### config.mk
export PLATFORM = sky130hd
export DESIGN_NAME = lfsr_burst_arbiter
export DESIGN_NICKNAME = d
export VERILOG_FILES = /design/src/rtl/lfsr_burst_arbiter.sv
export SDC_FILE = /design/constraint.sdc
export NUM_CORES = 1
export LEC_CHECK = 0
export BUFFER_PORTS_ARGS = -buffer_cell sky130_fd_sc_hd__buf_2
export CAP_MARGIN = 10
export CORE_MARGIN = 2
export CORE_UTILIZATION = 47
export DETAILED_ROUTE_END_ITERATION = 7
export PLACE_DENSITY = 0.83
export RECOVER_POWER = 50
export SYNTH_ARGS = -nofsm -noshare
export SYNTH_HDL_FRONTEND = slang
export SYNTH_SLANG_ARGS = --single-unit
### constraint.sdc
create_clock -name clk_i -period 1.65 [get_ports clk_i]
set_input_delay 0.165 -clock clk_i [delete_from_list [all_inputs] [get_ports clk_i]]
set_output_delay 0.165 -clock clk_i [all_outputs]
set_load 0.02 [all_outputs]
### src/rtl/lfsr_burst_arbiter.sv
// Round-robin arbiter that lends one x^4+x^3+1 LFSR to two burst requesters.
// Words are streamed to one consumer under valid/ready, and completion is pulsed back to the owner.
module lfsr_burst_arbiter #(
    parameter int         LEN_W     = 4,
    parameter logic [3:0] SAFE_SEED = 4'b1111
) (
    input  logic             clk_i,
    input  logic             rst_i,
    input  logic             req_a_i,
    input  logic [3:0]       seed_a_i,
    input  logic [LEN_W-1:0] len_a_i,
    input  logic             req_b_i,
    input  logic [3:0]       seed_b_i,
    input  logic [LEN_W-1:0] len_b_i,
    output logic             gnt_a_o,
    output logic             gnt_b_o,
    output logic [3:0]       w_o,
    output logic             out_valid_o,
    input  logic             out_ready_i,
    output logic             out_owner_o,
    output logic             done_a_o,
    output logic             done_b_o,
    output logic             busy_o
);

    // state | meaning
    // IDLE  | no owner, LFSR holds its last value
    // LOAD  | seed and word count loaded from the granted requester
    // RUN   | words offered to the consumer, step on each accept
    // DONE  | one-cycle completion pulse to the owner
    typedef enum logic [1:0] {IDLE, LOAD, RUN, DONE} state_e;

    localparam logic [LEN_W:0] CNT_FULL = {1'b1, {LEN_W{1'b0}}};
    localparam logic [LEN_W:0] CNT_ONE  = {{LEN_W{1'b0}}, 1'b1};

    state_e           state_q, state_d;
    logic             owner_q;
    logic             last_grant_q;
    logic [3:0]       seed_q;
    logic [LEN_W-1:0] len_q;
    logic [3:0]       w_q;
    logic [LEN_W:0]   cnt_q;

    logic             any_req;
    logic             pick_b;
    logic             accept;
    logic [3:0]       w_step;

    assign any_req = req_a_i | req_b_i;
    // On a tie the requester that did not own the previous burst wins.
    assign pick_b  = req_b_i & (~req_a_i | ~last_grant_q);
    assign accept  = (state_q == RUN) & out_ready_i;
    assign w_step  = {w_q[2:0], w_q[3] ^ w_q[2]};

    always_ff @(posedge clk_i or posedge rst_i) begin
        if (rst_i) begin
            state_q <= IDLE;
        end else begin
            state_q <= state_d;
        end
    end

    always_comb begin
        state_d = state_q;
        case (state_q)
            IDLE:    if (any_req) state_d = LOAD;
            LOAD:    state_d = RUN;
            RUN:     if (accept && cnt_q == CNT_ONE) state_d = DONE;
            DONE:    state_d = IDLE;
            default: state_d = IDLE;
        endcase
    end

    always_comb begin
        busy_o      = (state_q != IDLE);
        out_valid_o = (state_q == RUN);
        gnt_a_o     = busy_o & ~owner_q;
        gnt_b_o     = busy_o & owner_q;
        done_a_o    = (state_q == DONE) & ~owner_q;
        done_b_o    = (state_q == DONE) & owner_q;
        out_owner_o = owner_q;
        w_o         = w_q;
    end

    always_ff @(posedge clk_i or posedge rst_i) begin
        if (rst_i) begin
            owner_q      <= 1'b0;
            last_grant_q <= 1'b1;
            seed_q       <= 4'd0;
            len_q        <= '0;
            w_q          <= SAFE_SEED;
            cnt_q        <= '0;
        end else begin
            case (state_q)
                IDLE: begin
                    if (any_req) begin
                        owner_q      <= pick_b;
                        last_grant_q <= pick_b;
                        seed_q       <= pick_b ? seed_b_i : seed_a_i;
                        len_q        <= pick_b ? len_b_i : len_a_i;
                    end
                end
                LOAD: begin
                    // An all-zero seed would lock the LFSR up.
                    w_q   <= (seed_q == 4'd0) ? SAFE_SEED : seed_q;
                    cnt_q <= (len_q == '0) ? CNT_FULL : {1'b0, len_q};
                end
                RUN: begin
                    if (accept) begin
                        w_q   <= w_step;
                        cnt_q <= cnt_q - CNT_ONE;
                    end
                end
                default: ;
            endcase
        end
    end

endmodule
### Word level (Yosys, flattened, before mapping)

Cells that the tools add are included.

* $add $sub $neg: 1
* equal/unequal tests: 7
* multiplexer cells: 11
* bitwise logic cells: 12
* reductions and logical operators: 9

Operator list (count)
* $mux 4: 4
* $mux 5: 2
* $pmux 5 s2: 1
* $logic_not 4->1: 2
* $pmux 2 s4: 1
* $pmux 4 s2: 1
* $and 1x1->1: 6
* $reduce_and 2->1: 3
* $eq 5x1->1 const B: 1
* $sub 5x1->5 const B: 1
* $eq 2x2->1 const B: 2
* $mux 2: 2
* $ne 2x1->1 const B: 2
* $reduce_bool 2->1: 2
* $not 1->1: 3
* $eq 2x1->1 const B: 1
* $logic_not 2->1: 1
* $ne 2x2->1 const B: 1
* $or 1x1->1: 2
* $logic_and 1x1->1: 1
* $xor 1x1->1: 1

* flip-flop bits (word level): 21
* output and inout bits: 11
* logic and storage cells: 47

### Longest topological paths before layout

Gate-level depths: netlist of the first run.

* word-level depth: 5
* depth in mapped cells: 7

### Least setup slack after synthesis of the first run

No wires, ideal clock.

* kind: register to register
* from: register state_q[0]
* to: register cnt_q[0]
* library setup time: 131 ps
* arrival time: 1436 ps
* path slack: 84 ps
* stages on the path, launching flop included: 6
* buffers on the path: 1
* clock period less this slack: 1566 ps
* path through: dfrtp_1 inv_1 ha_1 buf_4 mux2i_1 a21oi_1

* word-level cells in the longest chain between the ends: 4

Ends and longest elaborated chain
* from (decl): line 36 `state_e state_q, state_d;`
* from (signal assigned): line 59 `state_q <= state_d;`
* $eq 2x2->1 *
* named net out_valid_o: line 18 `output logic out_valid_o,`
* $and 1x1->1: line 52 `assign accept = (state_q == RUN) & out_ready_i;`
* $ne 2x1->1 (no line)
* $reduce_and 2->1 (no line)
* to (signal assigned): line 106 `cnt_q <= (len_q == '0) ? CNT_FULL : {1'b0, len_q};`
* to (signal assigned): line 111 `cnt_q <= cnt_q - CNT_ONE;`
* to (decl): line 42 `logic [LEN_W:0] cnt_q;`

Mark *: on every way through the listed nets, which the timed path passes. The rest lies on a longest branch.
A chain may end at the register's enable or synchronous reset.

### Worst setup path in the final report of the first run

* from: register state_q[1]
* to: register state_q[1]

* word-level cells in the longest chain between the ends: 5

Ends and longest elaborated chain
* $eq 2x2->1: line 52, 65
* $and 1x1->1: line 52
* $logic_and 1x1->1: line 68 `RUN: if (accept && cnt_q == CNT_ONE) state_d = DONE;`
* $ne 2x1->1 (no line)
* $reduce_and 2->1 (no line)

Parallel ways exist; a longest one is shown, timed or not.

==> metrics.log, run 1 <==
INFO  metric run_status = complete, no violations
INFO  metric row_count = 18
INFO  metric worst_case_register_to_register_setup_slack = 0.05 ns
INFO  metric detailedRoute.firstPassIterationCount = 6
INFO  metric start_util = 0.507
INFO  metric dr_total_vias = 1074
INFO  metric cts_h_tree_depth = 1
INFO  metric power.share.sequential = 0.355
INFO  metric dp_hpwl = approximately 2000 µm
INFO  metric remaining_drc_errors = 0
INFO  metric timing.hold.ws = 0.0637 ns
INFO  metric pin_count_of_the_biggest_net_entering_global_routing = 22
INFO  metric synth-xor-area-share = 0.0205
INFO  metric hold_viol_final = 0
INFO  metric grt-ovfl-total = 0
INFO  metric synth_adder_area_share = 0.0685
INFO  metric destination_of_the_critical_timing_path = state_q[1]$_DFFE_PP0P_
INFO  metric antenna_found_initial = 0
INFO  metric nets = between 150 and 200
INFO  metric die-height = about 56 µm
INFO  metric share_of_synthesized_area_occupied_by_flip_flops_and_latches = 0.416
INFO  metric globalRouteTotalUtil = 0.179
INFO  metric layout_cells_sized_above_1 = 0.349
INFO  metric grt_first_pass_wirelength = around 4500 µm
INFO  metric antenna_violating_nets_post_route = 0
INFO  metric detail_route.vias_per_cell = about 5.5
INFO  metric pin_count = 32
INFO  metric timing.clock.skew = around 0.0055 ns
INFO  metric worstReg2RegEnd = state_q[1]$_DFFE_PP0P_
INFO  metric postSynthCellCount = 128
INFO  metric dpl_cell_area = approximately 0.0015 mm²
INFO  metric x_dimension_of_the_die = 56.2 µm
INFO  metric worst-setup-path-type = reg2reg
INFO  metric synth_net_count = between 150 and 200
INFO  metric synth-compound-area-share = 0.172
INFO  metric cap_viol_max_count = 0
INFO  metric critPathSlowestCell = sky130_fd_sc_hd__dfrtp_1
INFO  metric hp-class = in2reg
INFO  metric design.die.area = between 0.003 and 0.004 mm²
INFO  metric pre_cts_ws = between 0.03 and 0.04 ns
INFO  metric buffer_ports.inserted = 31
INFO  metric power_frac_clock = 0.082
INFO  metric final_common_cell = sky130_fd_sc_hd__buf_2
INFO  metric leakage = between 0.7 and 0.8 nW
INFO  metric n_fill_cell = ~220
INFO  metric worst_path_cell_trace = buf_4, ha_2, o21a_1, a211oi_2, mux2_4
INFO  metric r2r_cells = 5
INFO  metric dp_cells = between 150 and 200
INFO  metric final_period_minus_worst_setup_slack = 1.60 ns
INFO  metric max-vdd-ir-drop = roughly 0.0013 V
INFO  metric setup_repair_after_global_routing_missed_its_margin = yes
INFO  metric maxSlewHeadroom = 0.648
INFO  metric first_iter_violations = 19
INFO  metric cp_slowest_stage_delay = 0.42 ns
INFO  metric post_synth_num_cell_types = 36
INFO  metric combinationalPowerShare = 0.563
INFO  metric synth_simple_gate_area_share = 0.171
INFO  metric gpl.final_weighted_congestion = roughly 0.83
INFO  metric critical_path.endpoint_type = flop
INFO  metric layout.cell_area.non_filler = around 0.0016 mm²
INFO  metric final_cell_mix = 30 x sky130_fd_sc_hd__buf_2, 16 x sky130_fd_sc_hd__dfrtp_1, 14 x sky130_fd_sc_hd__nand2_1
INFO  metric number_of_clock_buffers_inserted_by_tritoncts = 3
INFO  metric fmax = roughly 630 MHz
INFO  metric syn_to_final_growth = 21.2%
INFO  metric post-route-period-util = 0.967
INFO  metric wl_per_cell = 13.0 µm
INFO  metric clk_pin_slew_worst_paths = 0.11 ns
INFO  metric timing_max_transition_violations_final = 0
INFO  metric insertion_delay = 0.31 ns
INFO  metric critical_path.max_fanout = 5
INFO  metric netSwitchingPower = approximately 1.4 mW
INFO  metric crit_path_launch = state_q[1]$_DFFE_PP0P_
INFO  metric clock_sinks = 21
INFO  metric r2r_start = state_q[1]$_DFFE_PP0P_
INFO  metric crit_arrival = ~1.8 ns
INFO  metric cts_tree = built
INFO  metric power.density = 2000 mW/mm²
INFO  metric synth.avg_cell_area = between 9 and 10 µm²
INFO  metric synthMuxAreaShare = 0.0978
INFO  metric antennaDiodeCount = 0
INFO  metric timing.critical_path.from_type = flop
INFO  metric data_required_time_of_the_worst_path = between 1.5 and 2 ns
INFO  metric yosys_register_bits = 21
INFO  metric layout_setup_ws = 0.0542 ns
INFO  metric proportion_of_total_power_due_to_net_switching = 0.442
INFO  metric power.internal = 1.73 mW
INFO  metric setup_viol = 0
INFO  metric tightestPinTransition = 0.529 ns
INFO  metric post_synth_instance_area = 0.00128 mm²
INFO  metric cts_buffer_depth = 2
INFO  metric yosysWarningCount = 0
INFO  metric finalWirelength = between 2000 and 3000 µm
INFO  metric grt_pass1_vias = 1082
INFO  metric placeableCoreArea = 0.00252 mm²
INFO  metric combinational_family_with_the_most_area_after_synthesis = compound AO/OA/AOI/OAI gates
INFO  metric cts-root-buf = sky130_fd_sc_hd__clkbuf_4
INFO  metric layout.cells.non_filler = between 150 and 200
==> state kept, by name, indices dropped and copies added, names as in the netlist <==
register	count
cnt_q	5
len_q	4
seed_q	4
w_o	4
state_q	2
last_grant_q	1
out_owner_o	1
==> how the worst min path moves through the flow <==
stage,start,endpoint,depth (start not counted)
after floorplan,rst_i,cnt_q[0]$_DFFE_PP0P_,1
after global placement,rst_i,out_owner_o$_DFFE_PP0P_,3
after detailed placement,rst_i,out_owner_o$_DFFE_PP0P_,3
after CTS,req_a_i,last_grant_q$_DFFE_PP1P_,2
after global routing,req_a_i,last_grant_q$_DFFE_PP1P_,2
final,req_a_i,last_grant_q$_DFFE_PP1P_,2
==> critical path: cells and delay by family, from the launching register on <==
family          cells  cell delay [ns]
fa+ha+maj           1             0.21
compound gates      2             0.39
buf+inv             1             0.16
mux                 1             0.32
flops               1             0.42
==> layer usage <==
| metal | vias to the layer above | part of all wire | GRT usage |
|---|---|---|---|
| li1 | 527 | - | - |
| met1 | 498 | 0.43 | 0.206 |
| met2 | 38 | 0.50 | 0.314 |
| met3 | 11 | 0.044 | 0.0256 |
| met4 | 0 | 0.030 | 0.102 |
| met5 | - | 0 | 0 |
==> power groups by stage <==
| stage | registers, mW | clock network [mW] | logic (mW) |
|---|---|---|---|
| 2_1_floorplan | 1.12 | 0 | 1.16 |
| 3_3_place_gp | 1.09 | 0 | 1.54 |
| 3_5_place_dp | 1.12 | 0 | 1.61 |
| 4_1_cts | 1.09 | 0.254 | 1.68 |
| 5_1_grt | 1.14 | 0.287 | 1.94 |
| 6_report | 1.10 | 0.255 | 1.75 |
==> kinds of logic (layout without fill, tap and decap cells) <==
| kind of cell | count (synthesis) | count (layout) |
|---|---|---|
| AOI/OAI and AO/OA | 35 | 35 |
| xor gates and xnor gates | 3 | 3 |
| adders and majority gates | 7 | 7 |
| buffers and inverters | 12 | 50 |
| DFF | 21 | 21 |
| muxes | 12 | 12 |
| and+or+nand+nor | 38 | 38 |
==> cell usage after synthesis <==
cell	n	area, µm²
sky130_fd_sc_hd__dfstp_2	5	131
sky130_fd_sc_hd__nor3b_2	1	12.5
sky130_fd_sc_hd__nand3_1	1	5.00
sky130_fd_sc_hd__xor2_1	2	17.5
sky130_fd_sc_hd__mux2i_1	11	110
sky130_fd_sc_hd__a211oi_2	1	12.5
sky130_fd_sc_hd__nor2_1	2	7.51
sky130_fd_sc_hd__dfrtp_1	16	400
sky130_fd_sc_hd__inv_1	6	22.5
sky130_fd_sc_hd__nand3b_1	1	7.51
sky130_fd_sc_hd__a21oi_1	6	30.0
sky130_fd_sc_hd__o32a_1	1	10.0
sky130_fd_sc_hd__nor4_1	1	6.26
sky130_fd_sc_hd__mux2_4	1	15.0
sky130_fd_sc_hd__a31oi_1	4	25.0
sky130_fd_sc_hd__o21ai_1	1	5.00
sky130_fd_sc_hd__and2_1	1	6.26
sky130_fd_sc_hd__o22ai_1	2	12.5
sky130_fd_sc_hd__nand2b_1	2	12.5
sky130_fd_sc_hd__ha_1	7	87.6
sky130_fd_sc_hd__and2b_1	1	7.51
sky130_fd_sc_hd__buf_4	4	30.0
sky130_fd_sc_hd__o21a_1	1	7.51
sky130_fd_sc_hd__o21ai_0	13	65.1
sky130_fd_sc_hd__o21ba_2	1	10.0
sky130_fd_sc_hd__nor2b_1	5	31.3
sky130_fd_sc_hd__nand2_1	14	52.6
sky130_fd_sc_hd__buf_6	1	11.3
sky130_fd_sc_hd__xnor2_1	1	8.76
sky130_fd_sc_hd__a21boi_2	1	11.3
sky130_fd_sc_hd__a22o_1	1	8.76
sky130_fd_sc_hd__nor3_1	7	35.0
sky130_fd_sc_hd__a211oi_1	3	22.5
sky130_fd_sc_hd__nor4b_4	1	23.8
sky130_fd_sc_hd__buf_2	1	5.00
sky130_fd_sc_hd__nand4bb_1	1	11.3
==> layout make-up <==
| class | count | area [µm²] | area share |
|---|---|---|---|
| repair buffers | 40 | 234 | 0.151 |
| clock inverters | 1 | 5.00 | 0.00323 |
| multi-input cells | 95 | 697 | 0.450 |
| clock buffers | 3 | 22.5 | 0.0145 |
| flip-flops and latches | 21 | 532 | 0.343 |
| inverters | 6 | 22.5 | 0.0145 |
| well taps | 30 | 37.5 | 0.0242 |
==> metrics by stage <==
stage               utilization  total power [mW]  setup TNS [ns]
floorplan                     -              2.28               0
global placement          0.585              2.63               0
detailed placement        0.585              2.74               0
CTS                       0.606              3.02               0
global route              0.615              3.37        -0.00531
finish                    0.615              3.10               0
==> timing repair <==
item | 4_1_cts | 5_1_grt
buffers inserted | 2 | 1
setup endpoints to repair | 1 | 7
hold endpoints to repair | 16 | 0
pin swaps | 0 | 1
hold buffers | 1 | 0
resized for setup | 0 | 6
Note: power is estimated with default switching activity, not from simulation.
==> run 2, diff against run 1 <==
--- a/config.mk
+++ b/config.mk
@@ -9,8 +9,9 @@
 export CAP_MARGIN = 10
 export CORE_MARGIN = 2
 export CORE_UTILIZATION = 47
+export CTS_CLUSTER_SIZE = 10
 export DETAILED_ROUTE_END_ITERATION = 7
-export PLACE_DENSITY = 0.83
+export PLACE_DENSITY = 0.81
 export RECOVER_POWER = 50
 export SYNTH_ARGS = -nofsm -noshare
 export SYNTH_HDL_FRONTEND = slang
==> run 2 against run 1 <==
  * First-iteration DRC count unchanged
  * Via count down 1.3%
  * Die area unchanged
  * Register-to-register slack about the same
  * Critical path type unchanged
  * Largest power group unchanged
==> metrics.log, run 2 (synthesis gave the netlist of run 1 again) <==
INFO  metric busiest_layer = met2 (unchanged)
INFO  metric largest_register_ffs = 5 (unchanged)
INFO  metric pin_count_of_the_biggest_net_entering_global_routing = 22 (unchanged)
INFO  metric hp-class = in2reg (unchanged)
INFO  metric post-route-period-util = 0.959 (was 0.967)
INFO  metric worstSetupPathDepth = 5 (unchanged)
INFO  metric nets = 197 (was 195)
INFO  metric r2r_start = state_q[1]$_DFFE_PP0P_ (unchanged)
INFO  metric timing.critical_path.from_type = flop (unchanged)
INFO  metric final_common_cell = sky130_fd_sc_hd__buf_2 (unchanged)
INFO  metric remaining_drc_errors = 0 (unchanged)
INFO  metric buffer_ports.inserted = 31 (unchanged)
INFO  metric dr_total_vias = 1060 (was 1074)
INFO  metric globalRouteTotalUtil = 0.184 (was 0.179)
INFO  metric grt.met1_usage = 0.232 (was 0.206)
INFO  metric clk_pin_slew_worst_paths = 0.11 ns (about the same)
INFO  metric placeableCoreArea = 0.00252 mm² (unchanged)
INFO  metric syn_to_final_growth = 24.9% (was 21.2%)
INFO  metric grt-ovfl-total = 0 (unchanged)
INFO  metric cts_buffer_depth = 2 (unchanged)
INFO  metric dp_hpwl = 1940 µm (was 1950 µm)
INFO  metric dpl_cell_area = 0.00148 mm² (unchanged)
INFO  metric worstReg2RegEnd = state_q[1]$_DFFE_PP0P_ (unchanged)
INFO  metric layout.cell_area.non_filler = 0.00160 mm² (was 0.00155 mm²)
INFO  metric start_util = 0.507 (unchanged)
INFO  metric destination_of_the_critical_timing_path = state_q[1]$_DFFE_PP0P_ (unchanged)
INFO  metric power.density = 2000 mW/mm² (about the same)
INFO  metric hold_viol_final = 0 (unchanged)
INFO  metric worst_case_register_to_register_setup_slack = 0.07 ns (was 0.05 ns)
INFO  metric pre_cts_ws = 0.00316 ns (was 0.0319 ns)
INFO  metric layout_cells_sized_above_1 = 0.375 (was 0.349)
INFO  metric finalWirelength = 2640 µm (was 2550 µm)
INFO  metric clock_sinks = 21 (unchanged)
INFO  metric wl_per_cell = 13.3 µm (was 13.0 µm)
INFO  metric layout_setup_ws = 0.0674 ns (was 0.0542 ns)
INFO  metric final_core_util = 0.633 (was 0.615)
INFO  metric critical_path.endpoint_type = flop (unchanged)
INFO  metric detailedRoute.firstPassIterationCount = 4 (was 6)
INFO  metric worst_path_cell_trace = buf_4, ha_2, o21a_1, a211oi_2, mux2_4 (unchanged)
INFO  metric pin_count = 32 (unchanged)
INFO  metric die-height = 56.2 µm (unchanged)
INFO  metric data_required_time_of_the_worst_path = 1.85 ns (was 1.86 ns)
INFO  metric grt.met2_usage = 0.319 (was 0.314)
INFO  metric cts_h_tree_depth = 1 (unchanged)
INFO  metric row_count = 18 (unchanged)
INFO  metric antenna_violating_nets_post_route = 0 (unchanged)
INFO  metric r2r_cells = 5 (unchanged)
INFO  metric timing.hold.ws = 0.0712 ns (was 0.0637 ns)
INFO  metric crit_arrival = 1.78 ns (was 1.80 ns)
INFO  metric met3_track_utilization_from_global_routing = 0.0233 (was 0.0256)
INFO  metric critical_path.max_fanout = 5 (unchanged)
INFO  metric cap_viol_max_count = 0 (unchanged)
INFO  metric cts-root-buf = sky130_fd_sc_hd__clkbuf_4 (unchanged)
INFO  metric detail_route.vias_per_cell = 5.35 (was 5.48)
INFO  metric design.die.area = 0.00315 mm² (unchanged)
INFO  metric p_total = 3.19 mW (was 3.10 mW)
INFO  metric run_status = complete, no violations (unchanged)
INFO  metric cts_tree = built (unchanged)
INFO  metric antenna_found_initial = 0 (unchanged)
INFO  metric maxSlewHeadroom = 0.645 (was 0.648)
INFO  metric gpl.final_weighted_congestion = 0.824 (was 0.826)
INFO  metric worst_path_dominant_cell_family = flip-flops (unchanged)
INFO  metric final_cell_mix = 30 x sky130_fd_sc_hd__buf_2, 16 x sky130_fd_sc_hd__dfrtp_1, 14 x sky130_fd_sc_hd__nand2_1 (unchanged)
INFO  metric setup_viol = 0 (unchanged)
INFO  metric tightestPinTransition = 0.533 ns (was 0.529 ns)
INFO  metric n_fill_cell = 220 (was 216)
INFO  metric registers.top_by_ff_count = cnt_q (unchanged)
INFO  metric worst-setup-path-type = reg2reg (unchanged)
INFO  metric max-vdd-ir-drop = 0.00122 V (was 0.00125 V)
INFO  metric timing.clock.skew = 0.00459 ns (was 0.00551 ns)
INFO  metric grt_first_pass_wirelength = 4710 µm (was 4480 µm)
INFO  metric crit_path_launch = state_q[1]$_DFFE_PP0P_ (unchanged)
INFO  metric cp_slowest_stage_delay = 0.44 ns (was 0.42 ns)
INFO  metric first_iter_violations = 19 (unchanged)
INFO  metric grt_pass1_vias = 1098 (was 1082)
INFO  metric number_of_clock_buffers_inserted_by_tritoncts = 3 (unchanged)
INFO  metric x_dimension_of_the_die = 56.2 µm (unchanged)
INFO  metric antennaDiodeCount = 0 (unchanged)
INFO  metric fmax = 632 MHz (was 627 MHz)
INFO  metric insertion_delay = 0.30 ns (was 0.31 ns)
INFO  metric critical_path_buf_inv_count = 1 (unchanged)
INFO  metric leakage = 0.735 nW (was 0.719 nW)
INFO  metric final_period_minus_worst_setup_slack = 1.58 ns (was 1.60 ns)
INFO  metric timing_max_transition_violations_final = 0 (unchanged)
INFO  metric critPathSlowestCell = sky130_fd_sc_hd__dfrtp_1 (unchanged)
[run 2: cell types whose count changed in the layout (fill, tap and decap cells not counted), sizes merged]
cell and change:
buf +3, clkbuf -1
[run 2: how the worst min path moves through the flow]
stage	to	cells after the start	startpoint	slack (ns)
finish	last_grant_q$_DFFE_PP1P_	2	req_a_i	0.07
global route	last_grant_q$_DFFE_PP1P_	2	req_a_i	0.06
global placement	len_q[0]$_DFFE_PP0P_	3	rst_i	0.20
detailed placement	len_q[0]$_DFFE_PP0P_	3	rst_i	0.22
CTS	last_grant_q$_DFFE_PP1P_	2	req_a_i	0.06
floorplan	cnt_q[0]$_DFFE_PP0P_	1	rst_i	0.14
[run 2: metrics by stage]
step | setup TNS, ns | std cells
6_report | 0 | 198
3_5_place_dp | 0 | 188
2_1_floorplan | 0 | 128
5_1_grt | -0.0164 | 198
3_3_place_gp | 0 | 188
4_1_cts | -0.0109 | 195
[run 2: area by class of cell]
| type | instances | area (µm²) | area share |
|---|---|---|---|
| clock buffer | 3 | 22.5 | 0.0141 |
| clock inverter | 1 | 5.00 | 0.00313 |
| multi-input combinational | 95 | 721 | 0.451 |
| sequential | 21 | 532 | 0.333 |
| inverter | 6 | 22.5 | 0.0141 |
| timing repair buffer | 42 | 256 | 0.161 |
| tap | 30 | 37.5 | 0.0235 |
[run 2: timing repair]
action / 4_1_cts / 5_1_grt
setup endpoints to repair: 4 / 8
buffers inserted: 2 / 3
cloned: 0 / 0
hold buffers: 1 / 0
endpoints found under the hold margin: 16 / 0
resized for setup: 3 / 9
[run 2: layer usage]
layer / vias up / wire length (µm)
li1: 535 / -
met1: 502 / 1200
met2: 21 / 1340
met3: 2 / 80
met4: 0 / 14
met5: - / 0
[run 2: power by group]
part	switching [mW]	total [mW]	internal, mW
clock	0.155	0.246	0.0903
combinational	0.953	1.84	0.887
sequential	0.285	1.11	0.821
total	1.39	3.19	1.80
==> run 3, diff against run 2 <==
--- a/config.mk
+++ b/config.mk
@@ -5,13 +5,13 @@
 export SDC_FILE = /design/constraint.sdc
 export NUM_CORES = 1
 export LEC_CHECK = 0
-export BUFFER_PORTS_ARGS = -buffer_cell sky130_fd_sc_hd__buf_2
 export CAP_MARGIN = 10
 export CORE_MARGIN = 2
-export CORE_UTILIZATION = 47
+export CORE_UTILIZATION = 50
 export CTS_CLUSTER_SIZE = 10
 export DETAILED_ROUTE_END_ITERATION = 7
-export PLACE_DENSITY = 0.81
+export DONT_BUFFER_PORTS = 1
+export PLACE_DENSITY = 0.74
 export RECOVER_POWER = 50
 export SYNTH_ARGS = -nofsm -noshare
 export SYNTH_HDL_FRONTEND = slang
==> run 3 against run 2 <==
  * Die area fell by 5.6%
  * Clock power barely moved
  * Worst setup slack got worse by 0.019 ns
  * Global-route usage fell by 1.0 points
  * Wire length fell by 13%
  * Worst hold slack got worse by 0.013 ns
  * First-iteration DRC count rose by 11%
==> metrics.log, run 3 (synthesis gave the netlist of run 1 again) <==
INFO  metric fin_setup_tns = 0 ns (unchanged)
INFO  metric start_util = 0.521 (was 0.507)
INFO  metric gpl.final_weighted_congestion = 0.835 (was 0.824)
INFO  metric row_count = 18 (unchanged)
INFO  metric grt_first_pass_wirelength = 3710 µm (was 4710 µm)
INFO  metric finalWirelength = 2280 µm (was 2640 µm)
INFO  metric final_period_minus_worst_setup_slack = 1.60 ns (was 1.58 ns)
INFO  metric dp_cells = 159 (was 188)
INFO  metric final_cell_mix = 16 x sky130_fd_sc_hd__dfrtp_1, 14 x sky130_fd_sc_hd__nand2_1, 13 x sky130_fd_sc_hd__o21ai_0 (was 30 x sky130_fd_sc_hd__buf_2, 16 x sky130_fd_sc_hd__dfrtp_1, 14 x sky130_fd_sc_hd__nand2_1)
INFO  metric critPathSlowestCell = sky130_fd_sc_hd__dfrtp_1 (unchanged)
INFO  metric leakage = 0.598 nW (was 0.735 nW)
INFO  metric cts-root-buf = sky130_fd_sc_hd__clkbuf_4 (unchanged)
INFO  metric detail_route.vias_per_cell = 5.56 (was 5.35)
INFO  metric setup_viol = 0 (unchanged)
INFO  metric clk_pin_slew_worst_paths = 0.11 ns (about the same)
INFO  metric remaining_drc_errors = 0 (unchanged)
INFO  metric layout.cells.non_filler = 168 (was 198)
INFO  metric layout_cells_sized_above_1 = 0.181 (was 0.375)
INFO  metric dr_total_vias = 934 (was 1060)
INFO  metric maxSlewHeadroom = 0.235 (was 0.645)
INFO  metric pin_count = 32 (unchanged)
INFO  metric pin_count_of_the_biggest_net_entering_global_routing = 22 (unchanged)
INFO  metric critical_path.max_fanout = 6 (was 5)
INFO  metric power.density = 2050 mW/mm² (was 2000 mW/mm²)
INFO  metric fmax = 624 MHz (was 632 MHz)
INFO  metric tightestPinTransition = 1.15 ns (was 0.533 ns)
INFO  metric clock_sinks = 21 (unchanged)
INFO  metric die-height = 54.6 µm (was 56.2 µm)
INFO  metric detailedRoute.firstPassIterationCount = 4 (unchanged)
INFO  metric nets = 167 (was 197)
INFO  metric critical_path.endpoint_type = output pin (was flop)
INFO  metric n_fill_cell = 199 (was 220)
INFO  metric cap_viol_max_count = 0 (unchanged)
INFO  metric cp_slowest_stage_delay = 0.45 ns (was 0.44 ns)
INFO  metric final_core_util = 0.577 (was 0.633)
INFO  metric timing.clock.skew = 0.00145 ns (was 0.00459 ns)
INFO  metric post-route-period-util = 0.970 (was 0.959)
INFO  metric dp_hpwl = 1690 µm (was 1940 µm)
INFO  metric cts_h_tree_depth = 1 (unchanged)
INFO  metric final_common_cell = sky130_fd_sc_hd__dfrtp_1 (was sky130_fd_sc_hd__buf_2)
INFO  metric buffer_ports.inserted = 0 (was 31)
INFO  metric antennaDiodeCount = 0 (unchanged)
INFO  metric insertion_delay = 0.30 ns (about the same)
INFO  metric timing.critical_path.from_type = flop (unchanged)
INFO  metric number_of_clock_buffers_inserted_by_tritoncts = 3 (unchanged)
INFO  metric run_status = complete, no violations (unchanged)
INFO  metric syn_to_final_growth = 10.9% (was 24.9%)
INFO  metric hp-class = in2reg (unchanged)
INFO  metric globalRouteTotalUtil = 0.174 (was 0.184)
INFO  metric cts_buffer_depth = 2 (unchanged)
INFO  metric first_iter_violations = 21 (was 19)
INFO  metric antenna_violating_nets_post_route = 0 (unchanged)
INFO  metric max-vdd-ir-drop = 0.00152 V (was 0.00122 V)
INFO  metric crit_arrival = 1.44 ns (was 1.78 ns)
INFO  metric hold_viol_final = 0 (unchanged)
INFO  metric grt_pass1_vias = 860 (was 1098)
INFO  metric worst-setup-path-type = reg2out (was reg2reg)
INFO  metric p_total = 2.90 mW (was 3.19 mW)
INFO  metric data_required_time_of_the_worst_path = 1.48 ns (was 1.85 ns)
INFO  metric timing_max_transition_violations_final = 0 (unchanged)
INFO  metric registers.top_by_ff_count = cnt_q (unchanged)
INFO  metric x_dimension_of_the_die = 54.6 µm (was 56.2 µm)
INFO  metric design.die.area = 0.00298 mm² (was 0.00315 mm²)
INFO  metric grt-ovfl-total = 0 (unchanged)
INFO  metric worst_path_cell_trace = inv_2, ha_2, buf_4, and2b_2 (was buf_4, ha_2, o21a_1, a211oi_2, mux2_4)
INFO  metric pre_cts_ws = 0.0874 ns (was 0.00316 ns)
INFO  metric wl_per_cell = 13.6 µm (was 13.3 µm)
INFO  metric cts_tree = built (unchanged)
INFO  metric antenna_found_initial = 0 (unchanged)
INFO  metric placeableCoreArea = 0.00245 mm² (was 0.00252 mm²)
INFO  metric largest_register_ffs = 5 (unchanged)
INFO  metric layout_setup_ws = 0.0487 ns (was 0.0674 ns)
==> run 3: cell types whose count changed in the layout (fill, tap and decap cells not counted), moves of 2 or more <==
| cell | delta |
|---|---|
| sky130_fd_sc_hd__clkbuf_1 | +2 |
| sky130_fd_sc_hd__dfstp_1 | +4 |
| sky130_fd_sc_hd__dlygate4sd3_1 | +2 |
| sky130_fd_sc_hd__dfstp_2 | -4 |
| sky130_fd_sc_hd__ha_2 | +2 |
| sky130_fd_sc_hd__ha_4 | -2 |
| sky130_fd_sc_hd__buf_2 | -30 |
==> run 3: repair_timing <==
action                     4_1_cts  5_1_grt
buffers inserted                 0        2
setup endpoints to repair        2        8
hold buffers                     3        0
resized for setup                2        5
hold endpoints to repair        17        0
==> run 3: layout make-up <==
type | instances | area [µm²] | share of cell area
multi-input cells | 95 | 693 | 0.489
repair buffers | 12 | 106 | 0.0750
clock buffers | 4 | 26.3 | 0.0185
flip-flops and latches | 21 | 532 | 0.375
inverters | 6 | 22.5 | 0.0159
well taps | 30 | 37.5 | 0.0265
==> run 3: worst paths after layout <==
kind	cells after the start	slack, ns	startpoint	end
hold / removal	3	0.06	out_ready_i	cnt_q[1]$_DFFE_PP0P_
setup reg to reg	5	0.11	state_q[1]$_DFFE_PP0P_	state_q[1]$_DFFE_PP0P_
setup / recovery	4	0.05	state_q[1]$_DFFE_PP0P_	gnt_b_o
max in group asynchronous	3	0.31	rst_i	seed_q[3]$_DFFE_PP0P_
min in group asynchronous	3	0.66	rst_i	len_q[0]$_DFFE_PP0P_
hold reg to reg	2	0.53	len_q[1]$_DFFE_PP0P_	len_q[1]$_DFFE_PP0P_
==> run 3: critical path, delay by kind of cell, from the launching register on <==
kind	cells	cell delay [ns]
AND/OR/NAND/NOR	1	0.26
flip-flops	1	0.45
buffers and inverters	2	0.24
adder cells (fa/ha/maj)	1	0.19
==> run 3: report_power, final <==
part | internal, mW | switching [mW] | leakage (nW) | total, mW
combinational | 0.730 | 0.754 | 0.342 | 1.48
clock | 0.0942 | 0.151 | 0.0150 | 0.245
sequential | 0.808 | 0.364 | 0.241 | 1.17
==> run 3: metal layers <==
| metal | share of wire | up-vias | track usage |
|---|---|---|---|
| li1 | - | 470 | - |
| met2 | 0.46 | 31 | 0.279 |
| met3 | 0.044 | 4 | 0.0273 |
| met5 | 0 | - | 0 |
| met4 | 0.020 | 0 | 0.0875 |
| met1 | 0.48 | 429 | 0.228 |
==> run 3: metrics by stage <==
stage               area, µm²  hold WS, ns
CTS                      1400       0.0569
detailed placement       1340        0.106
floorplan                1280        0.138
global placement         1340        0.102
global route             1420       0.0677
finish                   1420       0.0587
